## src/rtl/quad_decoder_array.sv

```systemverilog
// quad_decoder_array: multi-channel quadrature decoder with glitch filter, detent FSM and wrapping position counter; ENC_VELOCITY_EN adds a steps-per-window velocity measurement
module quad_decoder_array #(
  parameter int NUM_CH   = 2,
  parameter int CNT_W    = 5,
  parameter int MODULUS  = 20,
  parameter int FILT_LEN = 4,
  parameter int VEL_WIN  = 100000
) (
  input  logic                    clk,
  input  logic                    rst_n,
  input  logic [NUM_CH-1:0]       enc_a,
  input  logic [NUM_CH-1:0]       enc_b,
  input  logic [NUM_CH-1:0]       clr,
  output logic [NUM_CH*CNT_W-1:0] count,
  output logic [NUM_CH-1:0]       step_up,
  output logic [NUM_CH-1:0]       step_dn,
  output logic [NUM_CH-1:0]       dir,
  output logic [NUM_CH*8-1:0]     vel,
  output logic                    vel_valid
);

  localparam logic [2:0] S_IDLE = 3'd0;
  localparam logic [2:0] S_R1   = 3'd1;
  localparam logic [2:0] S_R2   = 3'd2;
  localparam logic [2:0] S_R3   = 3'd3;
  localparam logic [2:0] S_L1   = 3'd4;
  localparam logic [2:0] S_L2   = 3'd5;
  localparam logic [2:0] S_L3   = 3'd6;
  localparam logic [CNT_W-1:0] TOP = (MODULUS == 0) ? {CNT_W{1'b1}} : CNT_W'(MODULUS - 1);

  if (NUM_CH < 1 || NUM_CH > 8) begin : g_bad_num_ch
    $error("NUM_CH must be 1..8");
  end
  if (FILT_LEN < 1 || FILT_LEN > 16) begin : g_bad_filt_len
    $error("FILT_LEN must be 1..16");
  end
  if (MODULUS < 0 || MODULUS > (1 << CNT_W)) begin : g_bad_modulus
    $error("MODULUS must be 0 or at most 2^CNT_W");
  end
  if (VEL_WIN < 2) begin : g_bad_vel_win
    $error("VEL_WIN must be at least 2");
  end

`ifdef ENC_VELOCITY_EN
  localparam int WIN_W = $clog2(VEL_WIN);
  logic [WIN_W-1:0] win_q;
  logic             win_end;
  logic             vv_q;
  assign win_end   = win_q == WIN_W'(VEL_WIN - 1);
  assign vel_valid = vv_q;
  // free-running window counter; vel_valid follows the last window cycle
  always_ff @(posedge clk or negedge rst_n)
    if (!rst_n) begin
      win_q <= '0;
      vv_q  <= 1'b0;
    end else begin
      win_q <= win_end ? '0 : win_q + WIN_W'(1);
      vv_q  <= win_end;
    end
`else
  assign vel       = '0;
  assign vel_valid = 1'b0;
`endif

  for (genvar i = 0; i < NUM_CH; i++) begin : g_ch
    logic [1:0]       s1_q, s2_q, f_q;
    logic [4:0]       run_q [2];
    logic [2:0]       st_q, st_d;
    logic             up_q, up_d, dn_q, dn_d, dir_q, dir_d;
    logic [CNT_W-1:0] cnt_q, cnt_d;
    logic             a, b;
    assign a = f_q[0];
    assign b = f_q[1];
    // two-flop synchronizer then per-bit stability filter (bit 0 = A, bit 1 = B)
    always_ff @(posedge clk or negedge rst_n)
      if (!rst_n) begin
        s1_q     <= '1;
        s2_q     <= '1;
        f_q      <= '1;
        run_q[0] <= '0;
        run_q[1] <= '0;
      end else begin
        s1_q <= {enc_b[i], enc_a[i]};
        s2_q <= s1_q;
        for (int k = 0; k < 2; k++)
          if (s2_q[k] == f_q[k]) run_q[k] <= '0;
          else if (run_q[k] == 5'(FILT_LEN - 1)) begin
            f_q[k]   <= s2_q[k];
            run_q[k] <= '0;
          end else run_q[k] <= run_q[k] + 5'd1;
      end
    // detent FSM: a step is only produced on re-entering IDLE from R3 or L3
    always_comb begin
      st_d = S_IDLE;
      up_d = 1'b0;
      dn_d = 1'b0;
      case (st_q)
        S_IDLE: st_d = !b ? S_R1 : !a ? S_L1 : S_IDLE;
        S_R1:   st_d = b ? S_IDLE : !a ? S_R2 : S_R1;
        S_R2:   st_d = a ? S_R1 : b ? S_R3 : S_R2;
        S_R3: begin
          st_d = !b ? S_R2 : a ? S_IDLE : S_R3;
          up_d = b & a;
        end
        S_L1:   st_d = a ? S_IDLE : !b ? S_L2 : S_L1;
        S_L2:   st_d = b ? S_L1 : a ? S_L3 : S_L2;
        S_L3: begin
          st_d = !a ? S_L2 : b ? S_IDLE : S_L3;
          dn_d = a & b;
        end
        default: st_d = S_IDLE;
      endcase
    end
    // clear wins over a simultaneous step; direction still follows the step
    always_comb begin
      cnt_d = clr[i] ? '0
            : up_d   ? (cnt_q == TOP ? '0 : cnt_q + CNT_W'(1))
            : dn_d   ? (cnt_q == '0 ? TOP : cnt_q - CNT_W'(1))
            : cnt_q;
      dir_d = up_d ? 1'b1 : dn_d ? 1'b0 : dir_q;
    end
    // FSM state, step pulses, position and direction registers
    always_ff @(posedge clk or negedge rst_n)
      if (!rst_n) begin
        st_q  <= S_IDLE;
        up_q  <= 1'b0;
        dn_q  <= 1'b0;
        dir_q <= 1'b0;
        cnt_q <= '0;
      end else begin
        st_q  <= st_d;
        up_q  <= up_d;
        dn_q  <= dn_d;
        dir_q <= dir_d;
        cnt_q <= cnt_d;
      end
    assign count[i*CNT_W +: CNT_W] = cnt_q;
    assign step_up[i] = up_q;
    assign step_dn[i] = dn_q;
    assign dir[i]     = dir_q;
`ifdef ENC_VELOCITY_EN
    logic [7:0] tal_q, vel_q;
    logic       stp;
    assign stp = up_q | dn_q;
    // saturating step tally; a step in the last window cycle opens the next tally
    always_ff @(posedge clk or negedge rst_n)
      if (!rst_n) begin
        tal_q <= '0;
        vel_q <= '0;
      end else if (win_end) begin
        vel_q <= tal_q;
        tal_q <= {7'd0, stp};
      end else if (stp && tal_q != 8'hFF) tal_q <= tal_q + 8'd1;
    assign vel[i*8 +: 8] = vel_q;
`endif
  end

endmodule

```

## config.mk

```make
export PLATFORM = sky130hd
export DESIGN_NAME = quad_decoder_array
export DESIGN_NICKNAME = d
export VERILOG_FILES = /design/src/rtl/quad_decoder_array.sv
export SDC_FILE = /design/constraint.sdc
export NUM_CORES = 1
export LEC_CHECK = 0
export ABC_AREA = 1
export CORE_AREA = 5 5 98 73
export CTS_BUF_LIST = sky130_fd_sc_hd__clkbuf_8
export DETAILED_ROUTE_END_ITERATION = 7
export DIE_AREA = 0 0 103 78
export PLACE_DENSITY = 0.75
export SYNTH_ARGS = -nofsm -noshare
export SYNTH_HDL_FRONTEND = slang
export SYNTH_SLANG_ARGS = --single-unit
```

## constraint.sdc

```tcl
create_clock -name clk -period 1.1 [get_ports clk]
set_input_delay 0.22 -clock clk [delete_from_list [all_inputs] [get_ports clk]]
set_output_delay 0.22 -clock clk [all_outputs]
set_load 0.05 [all_outputs]
```

**Word-level counts from Yosys, hierarchy flattened**

Index checks and enable logic that the tools add are counted.

- Bits in registers: 54
- Bits in latches: 0
- Bits in writable memories: 0
- Bits in read-only memories: 0
- Bits of input ports: 8
- Output and inout bits: 33
- Word-level logic and storage cells: 126
- Memories: 0

- Add/sub/neg operators: 8
- Multiply operators: 0
- Divide/modulo/power cells: 0
- $lt $le $gt $ge: 0
- Equality and inequality tests: 22
- Shift operators: 0
- Mux-type cells: 56
- Bitwise operators: 6
- Reductions and logical operators: 12

Operator list:

| operator | number |
|---|---|
| 5-bit 2-to-1 mux | 18 |
| 3-bit one-hot mux with 7 select lines | 2 |
| 5-bit by 1-bit adder with 5-bit output (second input constant) | 6 |
| 3-bit 2-to-1 mux | 10 |
| 2-bit 2-to-1 mux | 14 |
| 5-bit by 2-bit == test with 1-bit output (second input constant) | 4 |
| 3-bit == test (second input constant) | 6 |
| 3-bit by 2-bit == test with 1-bit output (second input constant) | 4 |
| 1-bit 2-to-1 mux | 12 |
| 5-bit == test (second input constant) | 2 |
| 5-bit zero test | 2 |
| 5-bit by 1-bit subtractor with 5-bit output (second input constant) | 2 |
| 2-bit AND reduction | 4 |
| 3-bit by 1-bit == test with 1-bit output (second input constant) | 2 |
| 3-bit zero test | 2 |
| 3-bit nonzero test | 2 |
| 1-bit == test | 4 |
| 1-bit NOT | 4 |
| 2-bit nonzero test | 2 |
| 1-bit bitwise AND | 2 |

**Depth between registers and ports, before layout**

Gate-level depths: netlist (run 1).

- Depth after elaboration: 5
- Gate-level depth with buffers: 9
- Mapped depth without buffers: 8

**Worst setup path after synthesis (run 1)**

Ideal clock, no wire load.

- Path kind: register -> register
- Start: reg g_ch[1].cnt_q[0]
- End: reg g_ch[1].cnt_q[1]
- Library setup time: 0.118 ns
- Data arrival time: 1.463 ns
- Required time: 0.982 ns
- Setup slack: -0.481 ns
- Stages on the path, launching flop included: 9
- Path buffers: 0
- Clock period less this slack: 1.581 ns
- Cells stage by stage: dfrtp_1 inv_1 ha_1 nand2_1 nor2_1 nor2_1 nand2_1 nand3_1 nand2_1

- Cells in the longest elaborated chain, start to end: 5
- Elaborated cells on any way between the ends: 9
- Classes of those cells: 2 x add/sub; 1 x eq/ne; 5 x mux; 1 x reduce/logical

RTL lines:

| item | RTL line | text |
|---|---|---|
| start, declared | 70 | `logic [CNT_W-1:0] cnt_q, cnt_d;` |
| start signal, assigned | 135 | `cnt_q <= cnt_d;` |
| 5-bit by 1-bit subtractor with 5-bit output / 5-bit zero test (equally long branches) | 118 | `: dn_d ? (cnt_q == '0 ? TOP : cnt_q - CNT_W'(1))` |
| 5-bit 2-to-1 mux (2 in a row) | 118 |  |
| 5-bit 2-to-1 mux (*) | 117 | `: up_d ? (cnt_q == TOP ? '0 : cnt_q + CNT_W'(1))` |
| 5-bit 2-to-1 mux (*) | 116 | `cnt_d = clr[i] ? '0` |

Every way passes the cells marked *; elsewhere a longest branch is shown, timed or not. The select of a mux whose other input is x is not followed.
A chain may end at the register's enable or synchronous reset.

**Final worst setup path (run 1)**

- Start: reg g_ch[0].st_q[0]
- End: reg g_ch[0].cnt_q[2]

- Cells in the longest elaborated chain, start to end: 4
- Elaborated cells on any way between the ends: 7
- Classes of those cells: 2 x eq/ne; 4 x mux; 1 x reduce/logical

RTL lines:

| item | RTL line | text |
|---|---|---|
| start, declared | 68 | `logic [2:0] st_q, st_d;` |
| start signal, assigned | 131 | `st_q <= st_d;` |
| 3-bit by 2-bit == test with 1-bit output | 97 | `case (st_q)` |
| 1-bit 2-to-1 mux | 97 |  |
| 5-bit 2-to-1 mux | 117 |  |
| 5-bit 2-to-1 mux | 116 |  |
| end signal, assigned | 135 |  |
| end, declared | 70 |  |

Parallel ways exist; a longest one is shown, timed or not.

==> results.py, run 1 <==
metrics = {
    "clocking": {
        "clkSlewWorstSetupHoldPaths_ps": 100,
        "clock-sinks": 54,
        "insertion_delay_ps": 310,
        "cts_inserted_buffers": 5,
        "cts.path.max_buffers": 2,
        "clock-root-buffer": "sky130_fd_sc_hd__clkbuf_8",
        "clock_tree.htree_level_count": 2,
        "cts_tree": "built",
    },
    "timing": {
        "rsz0062_at_grt": "true",
        "final_max_slew_viol_count": 0,
        "worst_clock_skew_ps": 7.54,
        "period_minus_slack_ps": 1400,
        "hold_viol": 0,
        "layout_worst_path_cycle_share_pct": 127,
        "worst_slack_ps": -300,
        "fmax_mhz": 714,
        "timing.final.setup_violations": 47,
    },
    "die": {
        "floorplan.initialDensity_pct": 48.5,
        "floorplan.rows": 24,
        "floorplan.die.width_um": 103,
        "design.core.area_um2": 6070,
        "top_level_ports": 41,
        "die-height_um": 78,
        "floorplan.die_area_um2": 8030,
    },
    "power": {
        "power-per-cell-area_nw_per_um2": 1860,
        "switchingPower_w": 0.00364,
        "switching_share_of_total_power_pct": 41.2,
        "cellInternalPower_w": 0.00520,
        "p_leak_nw": 2.29,
        "p_clk_share_pct": 12.2,
        "power.share.combinational_pct": 54.3,
        "vdd_ir_drop_max_uv": 1660,
        "p_seq_share_pct": 33.6,
    },
    "outcome": {
        "violations": "setup timing",
        "result_of_the_run": "finished with violations",
    },
    "drt": {
        "drtPass1Iterations": 4,
        "viasPerCell": 5.13,
        "vias": 2750,
        "drtIter0Drc": 115,
        "wl_per_cell_um": 14.9,
        "drt-total-wl_um": 7990,
        "post-route-drc-count": 0,
        "antenna_violating_nets_post_route": 0,
    },
    "worst_setup_path": {
        "critPathMaxFanout": 6,
        "worst-r2r-cell-count": 8,
        "arrival_ps": 1590,
        "timing.critical_path.required_ps": 1290,
        "setup.worst_path.start_class": "flop",
        "criticalPathCategory": "reg2reg",
        "worst_setup_path_end_kind": "flop",
    },
    "synthesis": {
        "count_of_state_elements_after_synthesis": 54,
        "count_of_yosys_warnings_during_synthesis": 0,
        "yosys.area.top_type": "sky130_fd_sc_hd__dfrtp_1",
        "synth_top_cells_by_area": "sky130_fd_sc_hd__dfrtp_1 36%, sky130_fd_sc_hd__dfstp_2 11%, sky130_fd_sc_hd__nand2_1 9.8%, sky130_fd_sc_hd__nand3_1 6.8%, sky130_fd_sc_hd__nor2_1 6.0%",
        "synth_sequential_area_ratio_pct": 46.4,
        "synthesis.area_um2": 2940,
        "synth_top_cell_area_share_pct": 35.7,
        "synth.lib_cells_used.distinct": 28,
        "postSynthAreaPerCell_um2": 8.26,
        "synthesis.instances": 356,
    },
    "layout": {
        "net_total_in_the_final_layout": 474,
        "antenna_cells_inserted": 0,
        "layout-area-overhead-vs-synth_pct": 61.2,
        "core_utilization_of_the_finished_layout_pct": 78.2,
        "postLayoutCellArea_um2": 4740,
        "drive_gt1_share_pct": 52.8,
        "layout.filler_cells": 358,
    },
    "global_route": {
        "antenna_found_initial": 0,
        "first_pass_grt_wire_length_um": 12300,
        "grt_usage_pct": 19.0,
        "grt_max_degree": 27,
        "grt_pass1_vias": 2765,
        "globalRouteOverflowTotal": 0,
    },
    "placed_design": {
        "place_congestion": 0.922,
        "place.port_buffers": 23,
        "dp_worst_setup_slack_ps": -181,
        "dpl_cell_area_um2": 3820,
        "detailed_place_hpwl_um": 4450,
    },
    "run": {
        "maxCapViolCount": 0,
    },
    "min_path": {
        "min-delay-path-class": "in2async",
    },
}
## through the flow
stage	instances	TNS, ps	total power, W	hold WS (ps)
floorplan	372	-1560	0.00490	-75.6
global placement	498	-1850	0.00603	96.1
detailed placement	498	-2480	0.00616	91.2
CTS	528	-3850	0.00808	306
global route	536	-7070	0.00937	304
finish	536	-4920	0.00884	296
## synth_stat cells
| library cell | count |
|---|---|
| sky130_fd_sc_hd__conb_1 | 1 |
| sky130_fd_sc_hd__inv_2 | 3 |
| sky130_fd_sc_hd__o211ai_1 | 3 |
| sky130_fd_sc_hd__a21oi_1 | 7 |
| sky130_fd_sc_hd__nand3_2 | 1 |
| sky130_fd_sc_hd__o21ai_0 | 7 |
| sky130_fd_sc_hd__nor2_2 | 5 |
| sky130_fd_sc_hd__nor2_1 | 47 |
| sky130_fd_sc_hd__buf_4 | 23 |
| sky130_fd_sc_hd__xor2_1 | 12 |
| sky130_fd_sc_hd__xnor2_1 | 9 |
| sky130_fd_sc_hd__nand2_2 | 5 |
| sky130_fd_sc_hd__buf_2 | 2 |
| sky130_fd_sc_hd__dfrtp_1 | 42 |
| sky130_fd_sc_hd__o22ai_1 | 1 |
| sky130_fd_sc_hd__buf_6 | 1 |
| sky130_fd_sc_hd__nand3_1 | 40 |
| sky130_fd_sc_hd__nand2_4 | 2 |
| sky130_fd_sc_hd__nand4_1 | 6 |
| sky130_fd_sc_hd__dfstp_2 | 12 |
| sky130_fd_sc_hd__inv_1 | 36 |
| sky130_fd_sc_hd__clkinv_1 | 1 |
| sky130_fd_sc_hd__a21oi_2 | 1 |
| sky130_fd_sc_hd__ha_1 | 9 |
| sky130_fd_sc_hd__nand2_1 | 77 |
| sky130_fd_sc_hd__mux2_2 | 1 |
| sky130_fd_sc_hd__o311ai_0 | 1 |
| sky130_fd_sc_hd__o21ai_1 | 1 |
## worst paths after layout
check / startpoint / endpoint / slack [ps]
min in group clk: enc_a[1] / g_ch[1].s1_q[0]$_DFF_PN1_ / 300
worst max-delay path: g_ch[0].st_q[0]$_DFF_PN0_ / g_ch[0].cnt_q[2]$_DFFE_PN0P_ / -300
worst min-delay path: rst_n / g_ch[1].dn_q$_DFF_PN0_ / 300
worst max register to register: g_ch[0].st_q[0]$_DFF_PN0_ / g_ch[0].cnt_q[2]$_DFFE_PN0P_ / -300
worst min register to register: g_ch[0].s1_q[0]$_DFF_PN1_ / g_ch[0].s2_q[0]$_DFF_PN1_ / 360
max in group asynchronous: rst_n / g_ch[1].s2_q[1]$_DFF_PN1_ / 320
## power by group through the flow
stage,sequential [W],clock (W),combinational [W]
finish,0.00297,0.00107,0.00480
global route,0.00302,0.00119,0.00516
CTS,0.00292,0.00109,0.00407
detailed placement,0.00291,0,0.00325
global placement,0.00288,0,0.00315
floorplan,0.00297,0,0.00193
## layout by cell type, fill, tap and decap left out, types with 2 or more instances in the layout
cell,n
sky130_fd_sc_hd__inv_4,6
sky130_fd_sc_hd__a21oi_2,4
sky130_fd_sc_hd__clkinvlp_4,2
sky130_fd_sc_hd__buf_6,33
sky130_fd_sc_hd__nand3_4,3
sky130_fd_sc_hd__nand4_1,6
sky130_fd_sc_hd__nor2_1,27
sky130_fd_sc_hd__o211ai_1,3
sky130_fd_sc_hd__buf_12,21
sky130_fd_sc_hd__nand2_2,19
sky130_fd_sc_hd__ha_1,2
sky130_fd_sc_hd__inv_2,10
sky130_fd_sc_hd__dfstp_2,12
sky130_fd_sc_hd__nand3_2,14
sky130_fd_sc_hd__inv_1,23
sky130_fd_sc_hd__buf_4,41
sky130_fd_sc_hd__nor2_4,9
sky130_fd_sc_hd__conb_1,17
sky130_fd_sc_hd__o21ai_1,3
sky130_fd_sc_hd__o21ai_2,4
sky130_fd_sc_hd__dfrtp_4,2
sky130_fd_sc_hd__xor2_1,11
sky130_fd_sc_hd__nand2_4,11
sky130_fd_sc_hd__ha_4,6
sky130_fd_sc_hd__clkdlybuf4s50_1,6
sky130_fd_sc_hd__nand3_1,24
sky130_fd_sc_hd__xnor2_1,4
sky130_fd_sc_hd__clkbuf_8,5
sky130_fd_sc_hd__xnor2_4,3
sky130_fd_sc_hd__nand2_1,54
sky130_fd_sc_hd__xnor2_2,2
sky130_fd_sc_hd__dfrtp_2,10
sky130_fd_sc_hd__dfrtp_1,30
sky130_fd_sc_hd__a21oi_1,3
sky130_fd_sc_hd__nor2_2,16
## worst max-delay path, cell delays in order, from the launching register on
cell	delay, ps
sky130_fd_sc_hd__dfrtp_1	460
sky130_fd_sc_hd__nand2_2	130
sky130_fd_sc_hd__nor2_4	170
sky130_fd_sc_hd__nand2_4	100
sky130_fd_sc_hd__buf_12	160
sky130_fd_sc_hd__nand3_2	70
sky130_fd_sc_hd__nand2_1	60
sky130_fd_sc_hd__nand2_1	70
sky130_fd_sc_hd__nand2_1	70
## layout make-up
type | count | area (um2) | area share (%)
clock buffer | 5 | 68.8 | 1.45
multi-input combinational | 252 | 1800 | 37.9
inverter | 40 | 186 | 3.93
clock inverter | 3 | 15.0 | 0.317
tap | 78 | 97.6 | 2.06
sequential | 54 | 1390 | 29.2
timing repair buffer | 104 | 1190 | 25.1
## sequential cells by signal, indices dropped and copies added (netlist names)
register and flops:
g_ch.dn_q 2, g_ch.s1_q 4, g_ch.up_q 2, g_ch.st_q 6
g_ch.dir_q 2, g_ch.f_q 4, g_ch.cnt_q 10, g_ch.s2_q 4
g_ch.run_q 20
## metal layers
metal / up-vias / track usage (%) / part of all wire, %
li1: 1288 / - / -
met1: 1331 / 23.6 / 40
met2: 100 / 32.7 / 53
met3: 31 / 3.41 / 4.5
met4: 0 / 7.24 / 3.4
met5: - / 0 / 0
## cells by family (layout without fill, tap and decap cells)
group / count (synthesis) / count (layout) / synth area share (%)
AOI/OAI and AO/OA: 21 / 21 / 4.13
xor gates and xnor gates: 21 / 21 / 6.25
adders and majority gates: 9 / 9 / 3.83
buffers and inverters: 66 / 152 / 11.7
DFF: 54 / 54 / 46.4
muxes: 1 / 1 / 0.383
other: 1 / 17 / 0.127
and+or+nand+nor: 183 / 183 / 27.1
## timing repair
action / CTS / global route
pin swaps: 45 / 39
endpoints found under the hold margin: 6 / 0
resized for setup: 83 / 87
endpoints found under the setup margin: 53 / 58
hold buffers: 1 / 0
setup buffers: 25 / 15
No activity file was read; power rests on OpenSTA's default activity.
==> run 2: changes to the inputs <==
--- a/config.mk
+++ b/config.mk
@@ -6,11 +6,13 @@
 export NUM_CORES = 1
 export LEC_CHECK = 0
 export ABC_AREA = 1
-export CORE_AREA = 5 5 98 73
+export ABC_CLOCK_PERIOD_IN_PS = 1100
+export CORE_AREA = 5 5 104 77
 export CTS_BUF_LIST = sky130_fd_sc_hd__clkbuf_8
 export DETAILED_ROUTE_END_ITERATION = 7
-export DIE_AREA = 0 0 103 78
-export PLACE_DENSITY = 0.75
+export DIE_AREA = 0 0 109 82
+export PLACE_DENSITY = 0.68
+export REMOVE_ABC_BUFFERS = 1
 export SYNTH_ARGS = -nofsm -noshare
 export SYNTH_HDL_FRONTEND = slang
 export SYNTH_SLANG_ARGS = --single-unit
==> run 2 against run 1 <==
  * The run still ends with setup timing left
  * Worst hold slack improved by 4.5 ps
  * Combinational power about the same
  * Utilization decreased by 12 points
  * Clock power increased by 9%
  * Via count decreased by 4.7%
  * Sequential power decreased by 2%
  * Critical path depth decreased by 5
  * Die area increased by 11%
  * Register-to-register slack improved by 80 ps
  * Worst setup slack improved by 67 ps
  * Global-route usage decreased by 3.3 points
  * Largest cell class unchanged
  * Final area decreased by 2.9%
==> results.py, run 2 (synthesized netlist as in run 1, its figures left out) <==
metrics = {
    "clocking": {
        "clock-sinks": 54,
        "cts.path.max_buffers": 2,
        "clock_tree.htree_level_count": 2,
        "clkSlewWorstSetupHoldPaths_ps": 110,
        "cts_tree": "built",
        "clock-root-buffer": "sky130_fd_sc_hd__clkbuf_8",
        "cts_inserted_buffers": 5,
        "insertion_delay_ps": 320,
    },
    "worst_setup_path": {
        "timing.critical_path.required_ps": 880,
        "arrival_ps": 1110,
        "critPathMaxFanout": 3,
        "worst_setup_path_end_kind": "primary output",
        "setup.worst_path.start_class": "flop",
        "criticalPathCategory": "reg2out",
    },
    "global_route": {
        "first_pass_grt_wire_length_um": 11400,
        "grt_usage_pct": 15.8,
        "globalRouteOverflowTotal": 0,
        "antenna_found_initial": 0,
        "grt_max_degree": 55,
        "grt_pass1_vias": 2534,
    },
    "placed_design": {
        "place_congestion": 0.926,
        "dpl_cell_area_um2": 3720,
        "place.port_buffers": 23,
        "detailed_place_hpwl_um": 4300,
        "dp_worst_setup_slack_ps": -195,
    },
    "drt": {
        "wl_met3_um": 375,
        "detail_route.wirelength.met1_um": 3150,
        "drtIter0Drc": 74,
        "antenna_violating_nets_post_route": 0,
        "maxUsedRoutingLayer": "met4",
        "viasPerCell": 4.77,
        "vias": 2621,
        "post-route-drc-count": 0,
        "met2_wirelength_um": 3560,
        "wl_per_cell_um": 13.0,
        "drtPass1Iterations": 4,
        "drt-total-wl_um": 7170,
    },
    "die": {
        "floorplan.initialDensity_pct": 42.1,
        "floorplan.rows": 26,
        "floorplan.die_area_um2": 8940,
        "design.core.area_um2": 6990,
        "top_level_ports": 41,
        "floorplan.die.width_um": 109,
        "die-height_um": 82,
    },
    "layout": {
        "postLayoutCellArea_um2": 4600,
        "drive_gt1_share_pct": 51.5,
        "layout-area-overhead-vs-synth_pct": 56.5,
        "max_reg_flops": 20,
        "antenna_cells_inserted": 0,
        "total_area_of_multi_input_combinational_cells_um2": 1720,
        "reg.largest.list": "g_ch.run_q (20), g_ch.cnt_q (10), g_ch.st_q (6)",
        "registers.top_by_ff_count": "g_ch.run_q",
        "mostFrequentLayoutCells": "54 x sky130_fd_sc_hd__nand2_1, 38 x sky130_fd_sc_hd__buf_4, 37 x sky130_fd_sc_hd__dfrtp_1",
        "layout.filler_cells": 514,
        "area.sequential_um2": 1370,
        "net_total_in_the_final_layout": 468,
        "layout.cells.most_common": "sky130_fd_sc_hd__nand2_1",
        "core_utilization_of_the_finished_layout_pct": 65.8,
    },
    "timing": {
        "final_max_slew_viol_count": 0,
        "period_minus_slack_ps": 1330,
        "timing.final.setup_violations": 42,
        "hold_viol": 0,
        "worst_clock_skew_ps": 10.7,
        "layout_worst_path_cycle_share_pct": 121,
        "finalHoldWorstSlack_ps": 301,
        "fmax_mhz": 750,
        "worst_slack_ps": -233,
        "tns_ps": -4850,
        "rsz0062_at_grt": "true",
    },
    "run": {
        "maxCapViolCount": 0,
    },
    "power": {
        "vdd_ir_drop_max_uv": 1170,
        "p_leak_nw": 2.23,
        "power-per-cell-area_nw_per_um2": 1930,
    },
    "outcome": {
        "result_of_the_run": "finished with violations",
        "violations": "setup timing",
    },
    "min_path": {
        "min-delay-path-class": "in2reg",
    },
}
==> run 2: worst max-delay path: stages, from the launching register on <==
cell and delay (ps):
sky130_fd_sc_hd__dfrtp_2 440, sky130_fd_sc_hd__buf_6 120, sky130_fd_sc_hd__buf_6 110, sky130_fd_sc_hd__buf_12 130
==> run 2: worst paths after layout <==
kind                                              start                           end  slack [ps]  cells after the start
setup / recovery           g_ch[1].cnt_q[0]$_DFFE_PN0P_                      count[5]        -230                      3
hold / removal                                 enc_a[1]     g_ch[1].s1_q[0]$_DFF_PN1_         300                      1
setup reg to reg             g_ch[1].f_q[0]$_DFFE_PN1P_  g_ch[1].cnt_q[1]$_DFFE_PN0P_        -220                      6
hold reg to reg               g_ch[0].s1_q[1]$_DFF_PN1_     g_ch[0].s2_q[1]$_DFF_PN1_         360                      0
max in group asynchronous                         rst_n     g_ch[1].s1_q[1]$_DFF_PN1_         390                      3
min in group asynchronous                         rst_n        g_ch[0].up_q$_DFF_PN0_         410                      3
==> run 2: per-layer routing <==
| layer | track usage, % | up-vias |
|---|---|---|
| li1 | - | 1275 |
| met1 | 20.2 | 1267 |
| met2 | 27.4 | 69 |
| met3 | 3.53 | 10 |
| met4 | 3.40 | 0 |
| met5 | 0 | - |
==> run 2: area by class of cell <==
cell class	count	area share [%]
repair buffers	98	24.4
multi-input cells	252	37.4
flip-flops and latches	54	29.8
inverters	40	3.67
well taps	98	2.66
clock inverters	3	0.543
clock buffers	5	1.49
==> run 2: power breakdown <==
| group | switching (W) | internal [W] |
|---|---|---|
| Combinational | 0.00251 | 0.00230 |
| Clock | 0.000712 | 0.000461 |
| Sequential | 0.000435 | 0.00248 |
| Total | 0.00365 | 0.00524 |
==> run 2: through the flow <==
stage / cells / power, W
floorplan: 346 / 0.00467
global placement: 518 / 0.00595
detailed placement: 518 / 0.00603
CTS: 544 / 0.00810
global route: 550 / 0.00941
finish: 550 / 0.00890
==> run 2: what timing repair did <==
| item | in CTS | in global routing |
|---|---|---|
| gates resized for setup | 99 | 73 |
| pin swaps | 39 | 37 |
| hold endpoints to repair | 42 | 0 |
| endpoints found under the setup margin | 56 | 54 |
| setup buffers | 21 | 10 |
| hold buffers | 1 | 0 |
==> run 3: changes to the inputs <==
--- a/config.mk
+++ b/config.mk
@@ -8,7 +8,7 @@
 export ABC_AREA = 1
 export ABC_CLOCK_PERIOD_IN_PS = 1100
 export CORE_AREA = 5 5 104 77
-export CTS_BUF_LIST = sky130_fd_sc_hd__clkbuf_8
+export CTS_CLUSTER_SIZE = 12
 export DETAILED_ROUTE_END_ITERATION = 7
 export DIE_AREA = 0 0 109 82
 export PLACE_DENSITY = 0.68
==> results of run 3 <==
No change in the layout: final DEF, timing and power equal those of run 2.
